## src/rtl/skin_ellipse_cls_if.sv

```systemverilog
// Pixel stream into the skin classifier, and the classification and frame-count results out of it.
interface skin_ellipse_cls_if #(
  parameter int CNT_W = 20
);
  logic             in_valid;
  logic             in_sof;
  logic             in_eof;
  logic [7:0]       in_cb;
  logic [7:0]       in_cr;
  logic             out_valid;
  logic             out_skin;
  logic             out_sof;
  logic             out_eof;
  logic [CNT_W-1:0] frame_skin_count;
  logic             count_valid;

  // Pixel source side: drives the chroma stream and receives the results.
  modport master (
    output in_valid, in_sof, in_eof, in_cb, in_cr,
    input  out_valid, out_skin, out_sof, out_eof, frame_skin_count, count_valid
  );

  // Classifier side.
  modport slave (
    input  in_valid, in_sof, in_eof, in_cb, in_cr,
    output out_valid, out_skin, out_sof, out_eof, frame_skin_count, count_valid
  );
endinterface

```

## src/rtl/skin_ellipse_cls.sv

```systemverilog
// Skin classifier: rotated elliptical cluster test in the Cb'-Cr' plane,
// 5-stage streaming pipeline with a per-frame skin-pixel counter.
module skin_ellipse_cls #(
  parameter int CX    = 109,
  parameter int CY    = 152,
  parameter int COS_Q = -210,
  parameter int SIN_Q = 147,
  parameter int ECX   = 2,
  parameter int ECY   = 2,
  parameter int A2    = 625,
  parameter int B2    = 196,
  parameter int AB2   = 122500,
  parameter int CNT_W = 20
) (
  input  logic               clk,
  input  logic               rst_n,
  skin_ellipse_cls_if.slave  bus
);

  localparam logic signed [18:0] COS_W = 19'(COS_Q);
  localparam logic signed [18:0] SIN_W = 19'(SIN_Q);

  logic signed [8:0]  s1_dcb, s1_dcr;
  logic signed [18:0] s2_px, s2_py;
  logic signed [11:0] s3_x, s3_y;
  logic [21:0]        s4_x2, s4_y2;
  logic [33:0]        e_c;
  logic               skin_c;

  logic s1_v, s2_v, s3_v, s4_v;
  logic s1_sof, s2_sof, s3_sof, s4_sof;
  logic s1_eof, s2_eof, s3_eof, s4_eof;

  logic [CNT_W-1:0] cnt;
  logic [CNT_W-1:0] cnt_base;
  logic [CNT_W-1:0] cnt_sum;
  logic [CNT_W-1:0] frame_cnt;

  // Arithmetic datapath: centre offset, rotation, rescale/shift, squaring.
  always_ff @(posedge clk) begin
    s1_dcb <= $signed({1'b0, bus.in_cb}) - 9'(CX);
    s1_dcr <= $signed({1'b0, bus.in_cr}) - 9'(CY);
    s2_px  <= COS_W * 19'(s1_dcb) + SIN_W * 19'(s1_dcr);
    s2_py  <= COS_W * 19'(s1_dcr) - SIN_W * 19'(s1_dcb);
    s3_x   <= 12'(s2_px >>> 8) - 12'(ECX);
    s3_y   <= 12'(s2_py >>> 8) - 12'(ECY);
    s4_x2  <= 22'(s3_x) * 22'(s3_x);
    s4_y2  <= 22'(s3_y) * 22'(s3_y);
  end

  // Final ellipse test evaluated ahead of the output register so the counter
  // can fold in the current pixel on the same edge that raises out_valid.
  always_comb begin
    e_c    = 34'(B2) * 34'(s4_x2) + 34'(A2) * 34'(s4_y2);
    skin_c = (e_c <= 34'(AB2));
  end

  // Saturating running count; sof restarts it from this pixel.
  always_comb begin
    cnt_base = s4_sof ? '0 : cnt;
    cnt_sum  = cnt_base;
    if (skin_c && (cnt_base != '1))
      cnt_sum = cnt_base + CNT_W'(1);
  end

  // Valid/frame tags, registered outputs and frame counter.
  always_ff @(posedge clk) begin
    if (!rst_n) begin
      {s1_v, s2_v, s3_v, s4_v}         <= '0;
      {s1_sof, s2_sof, s3_sof, s4_sof} <= '0;
      {s1_eof, s2_eof, s3_eof, s4_eof} <= '0;
      bus.out_valid   <= 1'b0;
      bus.out_skin    <= 1'b0;
      bus.out_sof     <= 1'b0;
      bus.out_eof     <= 1'b0;
      bus.count_valid <= 1'b0;
      cnt             <= '0;
      frame_cnt       <= '0;
    end else begin
      s1_v   <= bus.in_valid;
      s1_sof <= bus.in_sof;
      s1_eof <= bus.in_eof;
      s2_v   <= s1_v;   s2_sof <= s1_sof; s2_eof <= s1_eof;
      s3_v   <= s2_v;   s3_sof <= s2_sof; s3_eof <= s2_eof;
      s4_v   <= s3_v;   s4_sof <= s3_sof; s4_eof <= s3_eof;
      bus.out_valid   <= s4_v;
      bus.out_skin    <= skin_c;
      bus.out_sof     <= s4_sof;
      bus.out_eof     <= s4_eof;
      bus.count_valid <= s4_v & s4_eof;
      if (s4_v) begin
        cnt <= cnt_sum;
        if (s4_eof)
          frame_cnt <= cnt_sum;
      end
    end
  end

  assign bus.frame_skin_count = frame_cnt;

endmodule

```

## src/flat_wrapper.sv

```systemverilog
// flat-port wrapper written by rule: the top's interface ports become plain ports
module skin_ellipse_cls_flat 
#(
  parameter int CX    = 109,
  parameter int CY    = 152,
  parameter int COS_Q = -210,
  parameter int SIN_Q = 147,
  parameter int ECX   = 2,
  parameter int ECY   = 2,
  parameter int A2    = 625,
  parameter int B2    = 196,
  parameter int AB2   = 122500,
  parameter int CNT_W = 20
)
  (clk, rst_n, bus_in_valid, bus_in_sof, bus_in_eof, bus_in_cb, bus_in_cr, bus_out_valid, bus_out_skin, bus_out_sof, bus_out_eof, bus_frame_skin_count, bus_count_valid);
  skin_ellipse_cls_if #(.CNT_W(CNT_W)) bus_i ();
  input  logic clk;
  input  logic rst_n;
  input wire logic [$bits(bus_i.in_valid)-1:0] bus_in_valid;
  input wire logic [$bits(bus_i.in_sof)-1:0] bus_in_sof;
  input wire logic [$bits(bus_i.in_eof)-1:0] bus_in_eof;
  input wire logic [$bits(bus_i.in_cb)-1:0] bus_in_cb;
  input wire logic [$bits(bus_i.in_cr)-1:0] bus_in_cr;
  output wire logic [$bits(bus_i.out_valid)-1:0] bus_out_valid;
  output wire logic [$bits(bus_i.out_skin)-1:0] bus_out_skin;
  output wire logic [$bits(bus_i.out_sof)-1:0] bus_out_sof;
  output wire logic [$bits(bus_i.out_eof)-1:0] bus_out_eof;
  output wire logic [$bits(bus_i.frame_skin_count)-1:0] bus_frame_skin_count;
  output wire logic [$bits(bus_i.count_valid)-1:0] bus_count_valid;
  assign bus_i.in_valid = bus_in_valid;
  assign bus_i.in_sof = bus_in_sof;
  assign bus_i.in_eof = bus_in_eof;
  assign bus_i.in_cb = bus_in_cb;
  assign bus_i.in_cr = bus_in_cr;
  assign bus_out_valid = bus_i.out_valid;
  assign bus_out_skin = bus_i.out_skin;
  assign bus_out_sof = bus_i.out_sof;
  assign bus_out_eof = bus_i.out_eof;
  assign bus_frame_skin_count = bus_i.frame_skin_count;
  assign bus_count_valid = bus_i.count_valid;
  skin_ellipse_cls #(.CX(CX), .CY(CY), .COS_Q(COS_Q), .SIN_Q(SIN_Q), .ECX(ECX), .ECY(ECY), .A2(A2), .B2(B2), .AB2(AB2), .CNT_W(CNT_W)) u_core (.clk(clk), .rst_n(rst_n), .bus(bus_i));
endmodule
```

## config.mk

```make
export PLATFORM = sky130hd
export DESIGN_NAME = skin_ellipse_cls_flat
export DESIGN_NICKNAME = d
export VERILOG_FILES = /design/src/rtl/skin_ellipse_cls_if.sv /design/src/rtl/skin_ellipse_cls.sv /design/src/flat_wrapper.sv
export SDC_FILE = /design/constraint.sdc
export NUM_CORES = 2
export LEC_CHECK = 0
export ABC_CLOCK_PERIOD_IN_PS = 8650
export CORE_MARGIN = 10
export CORE_UTILIZATION = 65
export DETAILED_ROUTE_END_ITERATION = 10
export PLACE_DENSITY = 0.92
export SETUP_SLACK_MARGIN = 0.4
export SLEW_MARGIN = 25
export SYNTH_ARGS = -nofsm -noshare
export SYNTH_HDL_FRONTEND = slang
export SYNTH_SLANG_ARGS = --single-unit
```

## constraint.sdc

```tcl
create_clock -name clk -period 8.65 [get_ports clk]
set_input_delay 0.865 -clock clk [delete_from_list [all_inputs] [get_ports clk]]
set_output_delay 0.865 -clock clk [all_outputs]
set_load 0.005 [all_outputs]
```

# ---- Yosys cells after proc, flatten, opt, wreduce, memory -nomap -nowiden
# Cells that the tools add are included.
dict set report totals {
  regBits 181
  inputBits 21
  out_inout_bits 25
  elab_cells 50
}
dict set report op_classes {
  addsub 8
  n_mul 8
  order_cmp 1
  eq_ne 1
  muxes 2
  n_bitwise 1
  n_reduce_logical 2
}
# op n
set ops {}
lappend ops {{$mul 12x12->22} 2}
lappend ops {{$mux 20} 2}
lappend ops {{$mul 9x9->18 const A} 2}
lappend ops {{$le 34x17->1 const B} 1}
lappend ops {{$mul 8x9->17 const A} 2}
lappend ops {{$add 30x32->33} 1}
lappend ops {{$mul 10x22->32 const A} 1}
lappend ops {{$mul 6x22->28 const A} 1}
lappend ops {{$sub 11x3->12 const B} 2}
lappend ops {{$add 20x1->20 const B} 1}
lappend ops {{$ne 20x20->1 const B} 1}
lappend ops {{$add 19x19->19} 1}
lappend ops {{$sub 19x19->19} 1}
lappend ops {{$sub 8x7->9 const B} 1}
lappend ops {{$sub 8x8->9 const B} 1}
lappend ops {{$reduce_and 2->1} 1}
lappend ops {{$and 1x1->1} 1}
lappend ops {{$logic_and 1x1->1} 1}

# ---- Logic depth before layout (Yosys ltp)
dict set report logic_depth {
  depth_word 5
  depth_mapped 33
  mapped_depth_nobuf 30
}

# ---- Worst setup path after synthesis
# OpenSTA, ideal clock, no wires.
dict set report synth_timing {
  kind {reg-to-reg}
  startpoint {register u_core.s4_x2[3]}
  endpoint {register u_core.cnt[16]}
  setup_ns 0.120
  arrival_ns 7.171
  required_ns 8.530
  path_slack_ns 1.360
  stages_incl_launch_ff 29
  path_buffers 1
  period_less_slack_ns 7.290
  path_cell_list {dfxtp_1 -> ha_1 -> fa_1 -> ha_1 -> ha_1 -> a21o_1 -> a2111oi_0 -> o31ai_1 -> a41oi_1 -> nand2b_1 -> a21oi_1 -> xnor2_1 -> ha_1 -> inv_1 -> fa_1 -> fa_1 -> inv_1 -> ha_1 -> clkbuf_1 -> and4_1 -> and2_1 -> o21ai_0 -> a21bo_2 -> o21ai_0 -> xor2_1 -> and4bb_4 -> nand3_4 -> o311a_1 -> o31a_1}
}
dict set report synth_via {
  elab_chain_len 5
}
# element line_no
set synth_lines {}
lappend synth_lines {{from (decl)} skin_ellipse_cls.sv:26} ;# logic [21:0] s4_x2, s4_y2;
lappend synth_lines {{from (signal assigned)} skin_ellipse_cls.sv:47} ;# s4_x2 <= 22'(s3_x) * 22'(s3_x);
lappend synth_lines {{$mul 6x22->28} skin_ellipse_cls.sv:54} ;# e_c = 34'(B2) * 34'(s4_x2) + 34'(A2) * 34'(s4_y2);
lappend synth_lines {{$add 30x32->33} skin_ellipse_cls.sv:54}
lappend synth_lines {{$le 34x17->1} skin_ellipse_cls.sv:55} ;# skin_c = (e_c <= 34'(AB2));
lappend synth_lines {{$logic_and 1x1->1} skin_ellipse_cls.sv:62} ;# if (skin_c && (cnt_base != '1))
lappend synth_lines {{$mux 20} skin_ellipse_cls.sv:62}
lappend synth_lines {{to (signal assigned)} skin_ellipse_cls.sv:92} ;# cnt <= cnt_sum;
lappend synth_lines {{to (decl)} skin_ellipse_cls.sv:34} ;# logic [CNT_W-1:0] cnt;
# No other way between the ends.
# A chain may end at the register's enable or synchronous reset.

# ---- Worst setup path in the final report
dict set report layout_timing {
  startpoint {register u_core.s4_x2[2]}
  endpoint {register u_core.frame_cnt[14], in the netlist u_core.bus.frame_skin_count[14]}
}
dict set report layout_via {
  elab_chain_len 5
}
# element line_no
set layout_lines {}
lappend layout_lines {{$mul 6x22->28} skin_ellipse_cls.sv:54}
lappend layout_lines {{$add 30x32->33} skin_ellipse_cls.sv:54}
lappend layout_lines {{$le 34x17->1} skin_ellipse_cls.sv:55}
lappend layout_lines {{$logic_and 1x1->1} skin_ellipse_cls.sv:62}
lappend layout_lines {{$mux 20} skin_ellipse_cls.sv:62}
lappend layout_lines {{to (signal assigned)} skin_ellipse_cls.sv:94} ;# frame_cnt <= cnt_sum;
lappend layout_lines {{to (decl)} skin_ellipse_cls.sv:37} ;# logic [CNT_W-1:0] frame_cnt;
# No other way between the ends.

==> summary.txt <==
Drt
  • Antenna-violating nets left: 0
  • Initial drt markers: 1427
  • Drt drc: 0
  • 1st-pass router iterations: 5
  • Vias per cell: 5.86
  • Overall routed net length: 61.5 mm
  • Via count: 20400
  • Mean routed wirelength per cell: 17.7 um

Global routing
  • Vias in the first global route: 23000
  • Antenna violations before repair: 0
  • Pin count of the biggest net entering global routing: 36
  • Routing usage on met1: 26.5%
  • Gr usage total: 25.2%
  • GRT overflow: 0
  • Met2 GRT Util: 47.1%
  • Busiest grt layer: met2
  • Met3 usage: 4.14%
  • First-pass GRT wire length: 105 mm

Setup path
  • Slowest CP cell: fa_1
  • Max stage delay on crit path: 0.54 ns
  • Crit end category: register
  • Worst Setup Start Kind: register
  • Most numerous cell on the critical path: ha_1
  • Crit Path Max Fanout: 26
  • Crit Path Category: reg -> reg
  • WP data required: 9.01 ns
  • Arr. time, crit path: 8.40 ns

Synth
  • Post-synthesis sequential area ratio: 12.0%
  • Post-Syn Area: 0.0271 mm2
  • Async set-reset flop share out of synthesis: 0%
  • Flop and latch count out of synthesis: 163
  • Ys Warns: 0
  • Mapped Cells: 2921
  • Synth cell types: 86
  • Post-synth top flop: dfxtp_1
  • Avg Inst Size Synth: 9.28 um2
  • Post-synth EDFFs: 0

Clocking
  • TritonCTS clock tree: built
  • CTS Buffer Depth: 2
  • Clk Latency, worst-skew pair: 0.48 ns
  • CTS Buf Count: 17
  • # hold bufs at CTS: 0
  • Root buffer cell: clkbuf_16
  • CTS sink cnt: 163
  • Clock slew seen by the registers of the worst setup and hold paths: 0.08 ns
  • CTS H-tree lvls: 4

Min path
  • Type of the tightest min-delay check: reg -> reg

STA
  • Final setup TNS: 0 ns
  • Max Clock Freq: 124 MHz
  • Max-slew violations: 0
  • Endpoints failing setup: 0
  • Final min period: 8.04 ns
  • Worst-Margin Slew: 0.845 ns
  • Clock Skews: 0.0187 ns
  • Fin. Hold Viols: 0
  • Final Cycle Share: 92.9%
  • RSZ-0062 raised after global routing: false
  • Max_slew headroom: 43.5%

Placement
  • Final GP Congestion: 0.927
  • Port bufs: 45
  • DPL Wire Length: 50.5 mm

Layout
  • NumNets Final: 3819
  • Area Growth Syn to Fin: 5.83%
  • Most common cell after layout, fill and taps aside: inv_1
  • Share of cells above drive strength 1: 2.75%
  • # fillers: 2720
  • Most frequent cells in the layout: 649 x inv_1, 479 x ha_1, 386 x fa_1, 163 x dfxtp_1, 151 x nand2_1
  • N_diodes: 0

Die
  • Die Span Y: 224 um
  • Core area: 0.0410 mm2
  • I/O pin cnt: 46
  • Die area: 0.0503 mm2
  • Width of the chip: 224 um
  • Cell row count: 74
  • Initial Utilization: 66.1%

Job
  • MaxCap Viol Count: 0

Run status
  • Outcome: completed
-- layer usage --
| layer | share of wire (%) | routed length, um | vias up |
|---|---|---|---|
| met2 | 53 | 32400 | 751 |
| met3 | 5.6 | 3440 | 255 |
| met4 | 5.2 | 3230 | 0 |
| met5 | 0 | 0 | - |
| met1 | 36 | 22400 | 10000 |
| li1 | - | - | 9348 |
-- flip-flops by register name, indices dropped and copies added (netlist names), 9 cells and up --
name                         cells
u_core.bus.frame_skin_count     20
u_core.s4_y2                    21
u_core.s2_py                    11
u_core.s1_dcr                    9
u_core.s1_dcb                    9
u_core.s3_y                     12
u_core.s2_px                    11
u_core.s4_x2                    21
u_core.cnt                      20
u_core.s3_x                     12
-- layout make-up --
type / count / area (um2) / share of cell area, %
clock buffers: 17 / 425 / 1.48
clock inverters: 15 / 161 / 0.563
inverters: 653 / 2450 / 8.54
multi-input cells: 2045 / 21200 / 73.9
flip-flops and latches: 163 / 3260 / 11.4
well taps: 532 / 666 / 2.32
repair buffers: 52 / 510 / 1.78
-- Yosys cell counts, types with 25 or more instances --
cell type / n / area (um2)
inv_1: 649 / 2440
a21oi_1: 109 / 546
o21ai_0: 58 / 290
nor2_1: 104 / 390
nand2_1: 151 / 567
dfxtp_1: 163 / 3260
a21o_1: 30 / 225
nor3_1: 45 / 225
clkbuf_1: 52 / 195
o21bai_1: 25 / 188
fa_1: 386 / 7730
nand2b_1: 28 / 175
xor2_1: 52 / 455
and2_1: 111 / 694
nand3_1: 39 / 195
nor2b_1: 44 / 275
xnor2_1: 123 / 1080
ha_1: 480 / 6010
-- path summary, 6_finish.rpt --
path / to / startpoint / depth (start not counted) / slack (ns)
worst max-delay path: u_core.bus.frame_skin_count[14]$_SDFFE_PN0P_ / u_core.s4_x2[2]$_DFF_P_ / 28 / 0.61
worst min-delay path: u_core.s3_y[0]$_DFF_P_ / u_core.s2_py[8]$_DFF_P_ / 0 / 0.34
worst max register to register: u_core.bus.frame_skin_count[14]$_SDFFE_PN0P_ / u_core.s4_x2[2]$_DFF_P_ / 28 / 0.61
worst min register to register: u_core.s3_y[0]$_DFF_P_ / u_core.s2_py[8]$_DFF_P_ / 0 / 0.34
-- worst max-delay path: cells and delay by family (launching register included) --
kind | cells | cell delay [ns]
simple gates | 9 | 2.05
buf+inv | 3 | 0.33
fa+ha+maj | 8 | 3.22
compound gates | 7 | 1.83
flops | 1 | 0.35
xor+xnor | 1 | 0.16
-- kinds of logic (layout without fill, tap and decap cells) --
family          Yosys count  count (layout)  synth area share (%)
buf+inv                 715             737                  10.0
fa+ha+maj               866             866                  50.7
xor+xnor                175             175                  5.65
compound gates          365             365                  9.07
mux                       9               9                 0.342
simple gates            626             626                  12.2
other cells               2               4                0.0277
flops                   163             163                  12.0
-- metrics by stage --
step	cell area [um2]	setup WS [ns]	hold WS, ns	cells	utilization (%)
after global placement	28000	0.671	0.314	3441	68.2
final	28700	0.612	0.341	3477	70.0
after floorplan	27100	1.36	0.310	2923	-
after CTS	28600	0.462	0.337	3473	69.7
after global routing	28700	0.335	0.343	3477	70.0
after detailed placement	28000	0.297	0.319	3441	68.2
-- what timing repair did --
action,4_1_cts,5_1_grt
buffers inserted,0,4
resized for setup,5,17
setup endpoints to repair,34,40
pin swaps,0,3
Power is not shown: default switching activity piles up to over one toggle a cycle in this logic, so the estimate is an artifact.
